File: src/rtl/mul_mid_pkg.sv
// Shared definitions for the middle-bits multiplier scheduler: FSM states and width defaults.
package mul_mid_pkg;

    localparam int unsigned MulSizeDef = 56;
    localparam int unsigned RadixDef   = 54;
    localparam int unsigned MulLatDef  = 3;

    typedef enum logic [1:0] {
        StIdle,
        StIssue,
        StWait,
        StResp
    } state_e;

    // Index width that stays legal for a single requester.
    function automatic int unsigned clog2_min1(input int unsigned n);
        return (n > 1) ? $clog2(n) : 1;
    endfunction

endpackage

File: src/rtl/rr_arb.sv
// Round-robin arbiter: one-hot grant from a request vector; the pointer moves past the
// winner only when advance is strobed and something was granted.
module rr_arb import mul_mid_pkg::*; #(
    parameter int unsigned NUM_REQ = 4,
    localparam int unsigned IdW = clog2_min1(NUM_REQ)
) (
    input  logic               clk,
    input  logic               rst_n,
    input  logic [NUM_REQ-1:0] req_i,
    input  logic               adv_i,
    output logic [NUM_REQ-1:0] gnt_o
);

    logic [IdW-1:0] ptr_q, ptr_d;
    logic [IdW-1:0] win;
    logic           found;

    // Second pass overrides the first, so the lowest index at or above the pointer wins,
    // falling back to the lowest index below it.
    always_comb begin
        win   = '0;
        found = 1'b0;
        for (int i = NUM_REQ - 1; i >= 0; i--) begin
            if (req_i[i] && (IdW'(i) < ptr_q)) begin
                win   = IdW'(i);
                found = 1'b1;
            end
        end
        for (int i = NUM_REQ - 1; i >= 0; i--) begin
            if (req_i[i] && (IdW'(i) >= ptr_q)) begin
                win   = IdW'(i);
                found = 1'b1;
            end
        end
        gnt_o = '0;
        if (found) begin
            gnt_o[win] = 1'b1;
        end
    end

    always_comb begin
        ptr_d = ptr_q;
        if (adv_i && found) begin
            ptr_d = (win == IdW'(NUM_REQ - 1)) ? '0 : win + IdW'(1);
        end
    end

    always_ff @(posedge clk) begin
        if (!rst_n) begin
            ptr_q <= '0;
        end else begin
            ptr_q <= ptr_d;
        end
    end

endmodule

File: src/rtl/mul_mid_sched.sv
// Shares one external multiplier among NUM_REQ requesters and returns product bits
// [2*RADIX-1:RADIX]. Define MUL_MID_SCHED_PERF_CNT_EN to count completed operations.
module mul_mid_sched import mul_mid_pkg::*; #(
    parameter int unsigned NUM_REQ  = 4,
    parameter int unsigned MUL_SIZE = MulSizeDef,
    parameter int unsigned RADIX    = RadixDef,
    parameter int unsigned MUL_LAT  = MulLatDef,
    localparam int unsigned IdW     = clog2_min1(NUM_REQ)
) (
    input  logic                        clk,
    input  logic                        rst_n,
    input  logic [NUM_REQ-1:0]          req_valid,
    input  logic [NUM_REQ*MUL_SIZE-1:0] req_a,
    input  logic [NUM_REQ*MUL_SIZE-1:0] req_b,
    output logic [NUM_REQ-1:0]          req_ready,
    output logic                        rsp_valid,
    input  logic                        rsp_ready,
    output logic [IdW-1:0]              rsp_id,
    output logic [RADIX-1:0]            rsp_data,
    output logic                        mul_en,
    output logic [MUL_SIZE-1:0]         mul_a,
    output logic [MUL_SIZE-1:0]         mul_b,
    input  logic [RADIX-1:0]            mul_res,
    output logic                        busy,
    output logic [31:0]                 op_count
);

    localparam int unsigned CntW = clog2_min1(MUL_LAT + 1);

    state_e              state_q;
    logic [CntW-1:0]     cnt_q;
    logic                mul_en_q;
    logic [MUL_SIZE-1:0] mul_a_q, mul_b_q;
    logic [IdW-1:0]      rsp_id_q;
    logic [RADIX-1:0]    rsp_data_q;
    logic                rsp_valid_q;
    logic                busy_q;

    logic                grant_en;
    logic [NUM_REQ-1:0]  req_masked;
    logic [NUM_REQ-1:0]  gnt;
    logic [IdW-1:0]      gnt_id;
    logic [MUL_SIZE-1:0] a_sel, b_sel;

    // Grants are only offered from IDLE and never while reset is asserted.
    assign grant_en   = rst_n && (state_q == StIdle);
    assign req_masked = req_valid & {NUM_REQ{grant_en}};

    rr_arb #(
        .NUM_REQ(NUM_REQ)
    ) u_arb (
        .clk  (clk),
        .rst_n(rst_n),
        .req_i(req_masked),
        .adv_i(grant_en),
        .gnt_o(gnt)
    );

    always_comb begin
        gnt_id = '0;
        for (int i = 0; i < NUM_REQ; i++) begin
            if (gnt[i]) begin
                gnt_id = IdW'(i);
            end
        end
    end

    assign a_sel = req_a[gnt_id*MUL_SIZE +: MUL_SIZE];
    assign b_sel = req_b[gnt_id*MUL_SIZE +: MUL_SIZE];

    always_ff @(posedge clk) begin
        if (!rst_n) begin
            state_q     <= StIdle;
            cnt_q       <= '0;
            mul_en_q    <= 1'b0;
            mul_a_q     <= '0;
            mul_b_q     <= '0;
            rsp_id_q    <= '0;
            rsp_data_q  <= '0;
            rsp_valid_q <= 1'b0;
            busy_q      <= 1'b0;
        end else begin
            unique case (state_q)
                StIdle: begin
                    if (|gnt) begin
                        mul_a_q  <= a_sel;
                        mul_b_q  <= b_sel;
                        rsp_id_q <= gnt_id;
                        mul_en_q <= 1'b1;
                        busy_q   <= 1'b1;
                        state_q  <= StIssue;
                    end
                end
                StIssue: begin
                    mul_en_q <= 1'b0;
                    cnt_q    <= CntW'(1);
                    state_q  <= StWait;
                end
                StWait: begin
                    if (cnt_q == CntW'(MUL_LAT)) begin
                        rsp_data_q  <= mul_res;
                        rsp_valid_q <= 1'b1;
                        state_q     <= StResp;
                    end else begin
                        cnt_q <= cnt_q + CntW'(1);
                    end
                end
                StResp: begin
                    if (rsp_ready) begin
                        rsp_valid_q <= 1'b0;
                        busy_q      <= 1'b0;
                        state_q     <= StIdle;
                    end
                end
                default: begin
                    state_q <= StIdle;
                end
            endcase
        end
    end

    assign req_ready = gnt;
    assign rsp_valid = rsp_valid_q;
    assign rsp_id    = rsp_id_q;
    assign rsp_data  = rsp_data_q;
    assign mul_en    = mul_en_q;
    assign mul_a     = mul_a_q;
    assign mul_b     = mul_b_q;
    assign busy      = busy_q;

`ifdef MUL_MID_SCHED_PERF_CNT_EN
    logic [31:0] op_cnt_q;

    always_ff @(posedge clk) begin
        if (!rst_n) begin
            op_cnt_q <= '0;
        end else if ((state_q == StResp) && rsp_ready) begin
            op_cnt_q <= op_cnt_q + 32'd1;
        end
    end

    assign op_count = op_cnt_q;
`else
    assign op_count = 32'd0;
`endif

endmodule
File: config.mk
export PLATFORM = sky130hd
export DESIGN_NAME = mul_mid_sched
export DESIGN_NICKNAME = d
export VERILOG_FILES = /design/src/rtl/mul_mid_pkg.sv /design/src/rtl/rr_arb.sv /design/src/rtl/mul_mid_sched.sv
export SDC_FILE = /design/constraint.sdc
export NUM_CORES = 1
export LEC_CHECK = 0
export ABC_CLOCK_PERIOD_IN_PS = 4000
export BUFFER_PORTS_ARGS = -buffer_cell sky130_fd_sc_hd__buf_2
export CAP_MARGIN = 10
export CORE_AREA = 2 2 276 278
export CTS_CLUSTER_DIAMETER = 50
export DETAILED_ROUTE_END_ITERATION = 10
export DIE_AREA = 0 0 278 280
export PLACE_DENSITY = 0.34
export REMOVE_ABC_BUFFERS = 1
export SLEW_MARGIN = 0
export SYNTH_ARGS = -nofsm -noshare
export SYNTH_HDL_FRONTEND = slang
export SYNTH_HIERARCHICAL = 1
export SYNTH_SLANG_ARGS = --single-unit
File: constraint.sdc
create_clock -name clk -period 4 [get_ports clk]
set_input_delay 0.4 -clock clk [delete_from_list [all_inputs] [get_ports clk]]
set_output_delay 0.4 -clock clk [all_outputs]
set_load 0.03 [all_outputs]
Word level (Yosys, flattened, before mapping):

Index checks and enable logic that the tools add are counted.

* register bits after elaboration: 177
* input port bits: 509
* output and inout port bits: 207
* word-level logic and storage cells: 94

* add/sub/neg operators: 2
* multiply operators: 1
* magnitude comparators: 10
* equal/unequal tests: 9
* shift operators: 2
* multiplexer cells: 35
* bitwise operators: 1
* reductions and logical operators: 24

Operator list (number)
* 224-bit by 9-bit indexed part select with 56-bit output: 2
* 2-bit two-way mux: 15
* 1-bit two-way mux: 13
* 1-bit logical AND: 11
* 3-bit AND reduction: 3
* 2-bit == test, second input constant: 4
* 2-bit case mux with 4 select lines: 1
* 2-bit AND reduction: 4
* 2-bit nonzero test: 4
* 2-bit inequality test, second input constant: 3
* 1-bit case mux with 2 select lines: 3
* 2-bit by 3-bit multiplier with 5-bit output, second input constant: 1
* 2-bit by 1-bit adder with 2-bit output, second input constant: 2
* 4-bit AND: 1
* 1-bit by 2-bit greater-or-equal comparator with 1-bit output, first input constant: 2
* 2-bit greater-or-equal comparator, first input constant: 2
* 1-bit by 2-bit < comparator with 1-bit output, first input constant: 2
* 2-bit < comparator, first input constant: 2
* 4-bit two-way mux: 1
* 2-bit case mux with 2 select lines: 1
* 4-bit OR reduction: 1
* 2-bit by 3-bit < comparator with 1-bit output, second input constant: 1
* 1-bit demux with 2-bit select: 1
* 2-bit by 1-bit == test with 1-bit output, second input constant: 1
* 3 further kinds: 3

Longest topological paths before layout:

* depth in word-level cells: 22
* depth in mapped cells: 16
* mapped depth without buffers: 12

Modules after synthesis:

The synthesis kept the hierarchy.

By module, submodules not included
* mul_mid_sched: times used 1, cells each 977, area an instance 8841.0 um^2, sequential area each 3503.4 um^2
* rr_arb: times used 1, cells each 30, area an instance 254.0 um^2, sequential area each 40.0 um^2

Worst setup path after synthesis:

OpenSTA, ideal clock, no wires.

* path kind: reg2reg
* start point: reg state_q[0]
* end point: reg mul_a_q[49] (netlist: mul_a[49])
* library setup time: 126 ps
* arrival time: 3124 ps
* required time: 3874 ps
* setup slack: 750 ps
* cell stages (with the launch flop): 15
* buffers on the path: 3
* period minus slack after synthesis: 3250 ps
* cell sequence: dfxtp_1 > inv_1 > ha_1 > clkbuf_1 > and3_1 > a21oi_1 > o21a_1 > o22ai_1 > ha_1 > and2b_2 > buf_6 > clkbuf_1 > mux2_2 > a222oi_1 > a21oi_1

* elaborated cells between the ends (all ways): 40
* classes of those cells: 1 x mul; 2 x order compare; 1 x shift; 22 x mux; 1 x bitwise; 13 x reduce/logical

RTL lines
* start: declaration: line mul_mid_sched.sv:30 `state_e state_q;`
* start signal: assignment: line mul_mid_sched.sv:73 `state_q <= StIdle;`
* start signal: assignment: line mul_mid_sched.sv:91 `state_q <= StIssue;`
* start signal: assignment: line mul_mid_sched.sv:97 `state_q <= StWait;`
* 2-bit logical NOT (*): line mul_mid_sched.sv:46 `assign grant_en = rst_n && (state_q == StIdle);`
* 1-bit logical AND (*): line mul_mid_sched.sv:46
* 4-bit AND (*): line mul_mid_sched.sv:47 `assign req_masked = req_valid & {NUM_REQ{grant_en}};`
* via req_masked[0]: line mul_mid_sched.sv:40 `logic [NUM_REQ-1:0] req_masked;`
* 1-bit logical AND: line rr_arb.sv:24 `if (req_i[i] && (IdW'(i) < ptr_q)) begin`
* 2-bit two-way mux: line rr_arb.sv:24
* 2-bit two-way mux (4 in series): line rr_arb.sv:30 `if (req_i[i] && (IdW'(i) >= ptr_q)) begin`
* 2-bit by 3-bit < comparator with 1-bit output (implied by the code) or 2-bit by 1-bit greater-or-equal comparator with 1-bit output (tied branches): line rr_arb.sv:37 `gnt_o[win] = 1'b1;`
* 1-bit logical AND (implied by the code): line rr_arb.sv:37
* 1-bit two-way mux (implied by the code): line rr_arb.sv:37
* 1-bit demux with 2-bit select
* 4-bit two-way mux (*): line rr_arb.sv:36 `if (found) begin`
* via req_ready[1]: line mul_mid_sched.sv:15 `output logic [NUM_REQ-1:0] req_ready,`
* 1-bit two-way mux: line mul_mid_sched.sv:62 `if (gnt[i]) begin`
* 2-bit two-way mux (2 in series): line mul_mid_sched.sv:62
* 2-bit by 3-bit multiplier with 5-bit output: line mul_mid_sched.sv:68 `assign a_sel = req_a[gnt_id*MUL_SIZE +: MUL_SIZE];`
* 224-bit by 9-bit indexed part select with 56-bit output: line mul_mid_sched.sv:68
* end signal: assignment: line mul_mid_sched.sv:86 `mul_a_q <= a_sel;`
* end: declaration: line mul_mid_sched.sv:33 `logic [MUL_SIZE-1:0] mul_a_q, mul_b_q;`

Mark *: on every way through the listed nets, which the timed path passes. The rest lies on a longest branch.
A chain may end at the register's enable or synchronous reset.

Final worst setup path:

* start point: reg state_q[0]
* end point: reg mul_a_q[5] (netlist: mul_a[5])

* elaborated cells between the ends (all ways): 40
* classes of those cells: 1 x mul; 2 x order compare; 1 x shift; 22 x mux; 1 x bitwise; 13 x reduce/logical

RTL lines (line)
* 2-bit logical NOT (*): mul_mid_sched.sv:46
* 1-bit logical AND (*): mul_mid_sched.sv:46
* 4-bit AND (*): mul_mid_sched.sv:47
* via req_masked[0]: mul_mid_sched.sv:40
* 1-bit logical AND: rr_arb.sv:24
* 2-bit two-way mux: rr_arb.sv:24
* 2-bit two-way mux (4 in series): rr_arb.sv:30
* 2-bit by 3-bit < comparator with 1-bit output (implied by the code) or 2-bit by 1-bit greater-or-equal comparator with 1-bit output (tied branches): rr_arb.sv:37
* 1-bit logical AND (implied by the code): rr_arb.sv:37
* 1-bit two-way mux (implied by the code): rr_arb.sv:37
* 1-bit demux with 2-bit select
* 4-bit two-way mux (*): rr_arb.sv:36
* 1-bit two-way mux: mul_mid_sched.sv:62
* 2-bit two-way mux (2 in series): mul_mid_sched.sv:62
* 2-bit by 3-bit multiplier with 5-bit output: mul_mid_sched.sv:68
* 224-bit by 9-bit indexed part select with 56-bit output: mul_mid_sched.sv:68

Marks and branches as above.

==> impl_metrics.ini <==
[placed_design]
post-place-ws_ns = 0.412
dp_hpwl_um = 35100
place_congestion = 0.865
io_buffer_count = 683

[clock_network]
clk_latency_ns = 0.48
htree_levels = 4
hold_buffers = 0
cts_tree = yes
cts_resized = 0
cts_buffers = 17
clkTransAtPathRegs_ns = 0.08
cts_num_sinks = 177
cts_root_buffer = clkbuf_16
post-cts-setup-buffer-count = 0
clk_path_buf_depth = 2

[synthesis]
synth_area_leader_cell = dfxtp_1
ys_seq_area_share_pct = 39.0
synth_edf_count = 0
synth_warnings = 6
synthCells = 1007
postSynthAreaPerCell_um2 = 9.03
netlist_area_um2 = 9090
synth_top_area_share_pct = 39.0
async_flop_share_pct = 0
synth_seq_cells = 177
synthDistinctLibCells = 37
yosysMostFrequentCell = dfxtp_1
synthTopCellsByCount = dfxtp_1 (177), a21oi_1 (176), nand2_1 (119), a222oi_1 (112), mux2_2 (112)
synth.area.top_cells = dfxtp_1 (39%), mux2_2 (14%), a222oi_1 (12%), a21oi_1 (9.7%), nand2_1 (4.9%)
synth-main-ff-cell = dfxtp_1

[floorplan]
dieHeight_um = 280
rows = 101
pin_count = 716
start_util_pct = 12.1
die_area_um2 = 77800
die_w_um = 278
core_um2 = 75200

[drt]
drtIter0Drc = 835
postRouteWirelength_um = 44500
drt-pass1-iter-count = 10
vias_per_cell = 4.00
wl_per_cell_um = 16.9
drc = 0
vias = 10500
detail-route-antenna-nets = 0

[critical_path]
endpoint_kind = flop
critPathMaxFanout = 40
worstRegToRegCells = 14
path_buf_inv = 4
r2r_end = mul_a[5]
slowest_stage = nor2_4
r2r-start = state_q[0]
required_ns = 4.40
critPathMaxStageDelay_ns = 0.61
cp_cell_sequence = inv_1, ha_1, and3_1, a21oi_1, o21a_1, o22ai_1, inv_1, ha_1, and2b_2, nor2_4, buf_12, buf_4, a222oi_1, a21oi_1
worst-setup-path-type = reg2reg
reg2reg_setup_slack_ns = 0.47
cp_top_family = simple AND/OR/NAND/NOR gates
cp.arrival_ns = 3.93
crit_path_start_kind = flop

[power]
vdd_drop_max_v = 0.000424
p_per_area_nw_per_um2 = 682
p_total_uw = 9530
leakagePower_uw = 0.00647

[min_path]
whs_path_depth = 3
hp-start = mul_res[49]
hp-class = in2reg
holdPathEnd = rsp_data[49]

[cells_and_area]
fin_util_pct = 18.6
drive_gt1_share_pct = 52.8
finalNetCount = 2153
area_growth_pct = 53.7

[sta]
setup_violations = 0
fin_worst_skew_ns = 0.0130
relSlewSlack_pct = 41.4
worst_pin_slew_ns = 0.880
clock.fmax_ghz = 0.283
min_period_ns = 3.53
fin_crit_sh_pct = 88.3
rsz0062_at_grt = false
final-max-slew-violation-count = 0
tns_ns = 0
hold_violations = 0
worst_slack_ns = 0.468
hold_slack_ns = 0.156

[global_route]
overflow = 0
grt_max_degree = 141
grt_pass1_vias = 10400
grt_pass1_wl_um = 63400
grt_usage_pct = 10.8
antenna_found_initial = 7

[status]
status = complete, no violations

[job]
cap_violations = 0
## layout by cell type (no fill, tap or decap), drive strengths merged, types with 2 or more instances in the layout
cell      count
buf         716
dfxtp       177
a21oi       176
nand2       119
o21ai       115
mux2        112
a222oi      112
conb         32
clkbuf       19
inv          10
ha            9
nor2          6
nor2b         6
clkinv        5
and3          4
and2b         4
diode         3
nor3          3
mux2i         3
nand2b        2
clkinvlp      2
and2          2
nor4          2
## worst max path at each step
stage	from	end	slack, ns	cells past startpoint
floorplan	state_q[0]	mul_a[10]	-3.56	11
global placement	state_q[0]	mul_a[28]	0.46	14
detailed placement	state_q[0]	mul_a[28]	0.41	14
CTS	state_q[0]	mul_a[5]	0.39	14
global route	state_q[0]	mul_b[53]	0.13	14
finish	state_q[0]	mul_a[5]	0.47	14
## kinds of logic (layout without fill, tap and decap cells)
family	count (synthesis)	after routing	share of synthesized area [%]
compound gates	412	412	29.2
flops	177	177	39.0
simple gates	149	149	7.07
other cells	1	35	0.0412
buf+inv	144	753	9.26
fa+ha+maj	9	9	1.24
mux	115	115	14.2
## power breakdown
| part | leakage (uW) | total [uW] | internal [uW] | switching (uW) |
|---|---|---|---|---|
| clock | 0.000274 | 1710 | 886 | 828 |
| sequential | 0.00145 | 2630 | 2350 | 282 |
| combinational | 0.00475 | 5190 | 1740 | 3450 |
## stage by stage
| step | cells | instance area, um2 |
|---|---|---|
| floorplan | 900 | 8390 |
| global placement | 2594 | 13400 |
| detailed placement | 2594 | 13400 |
| CTS | 2625 | 14000 |
| global route | 2628 | 14000 |
| finish | 2628 | 14000 |
## area by class of cell
cell class | instances | area, um2
clock inverter | 12 | 125
clock buffer | 19 | 443
antenna | 3 | 7.51
inverter | 6 | 22.5
sequential | 177 | 3540
timing repair buffer | 716 | 3770
fill | 8506 | 61200
multi-input combinational | 717 | 4850
tap | 978 | 1220
## worst min-delay path, cell delays in order
cell     delay (ns)
buf_2          0.09
nand2_1        0.04
a21oi_1        0.05
## registers in the layout, summed over array words and instances (netlist names)
signal,flops
mul_a,56
u_arb/ptr_q,2
busy,1
rsp_id,2
rsp_data,54
cnt_q,2
state_q,2
rsp_valid,1
mul_b,56
mul_en,1
## layer usage
metal / global-route usage, % / vias to the layer above / wire, um
met5: 0 / - / 27
met1: 11.4 / 4929 / 16900
met4: 4.50 / 4 / 1190
li1: - / 5047 / -
met2: 20.0 / 474 / 23300
met3: 2.99 / 61 / 3010
Note: power is estimated with default switching activity, not from simulation.
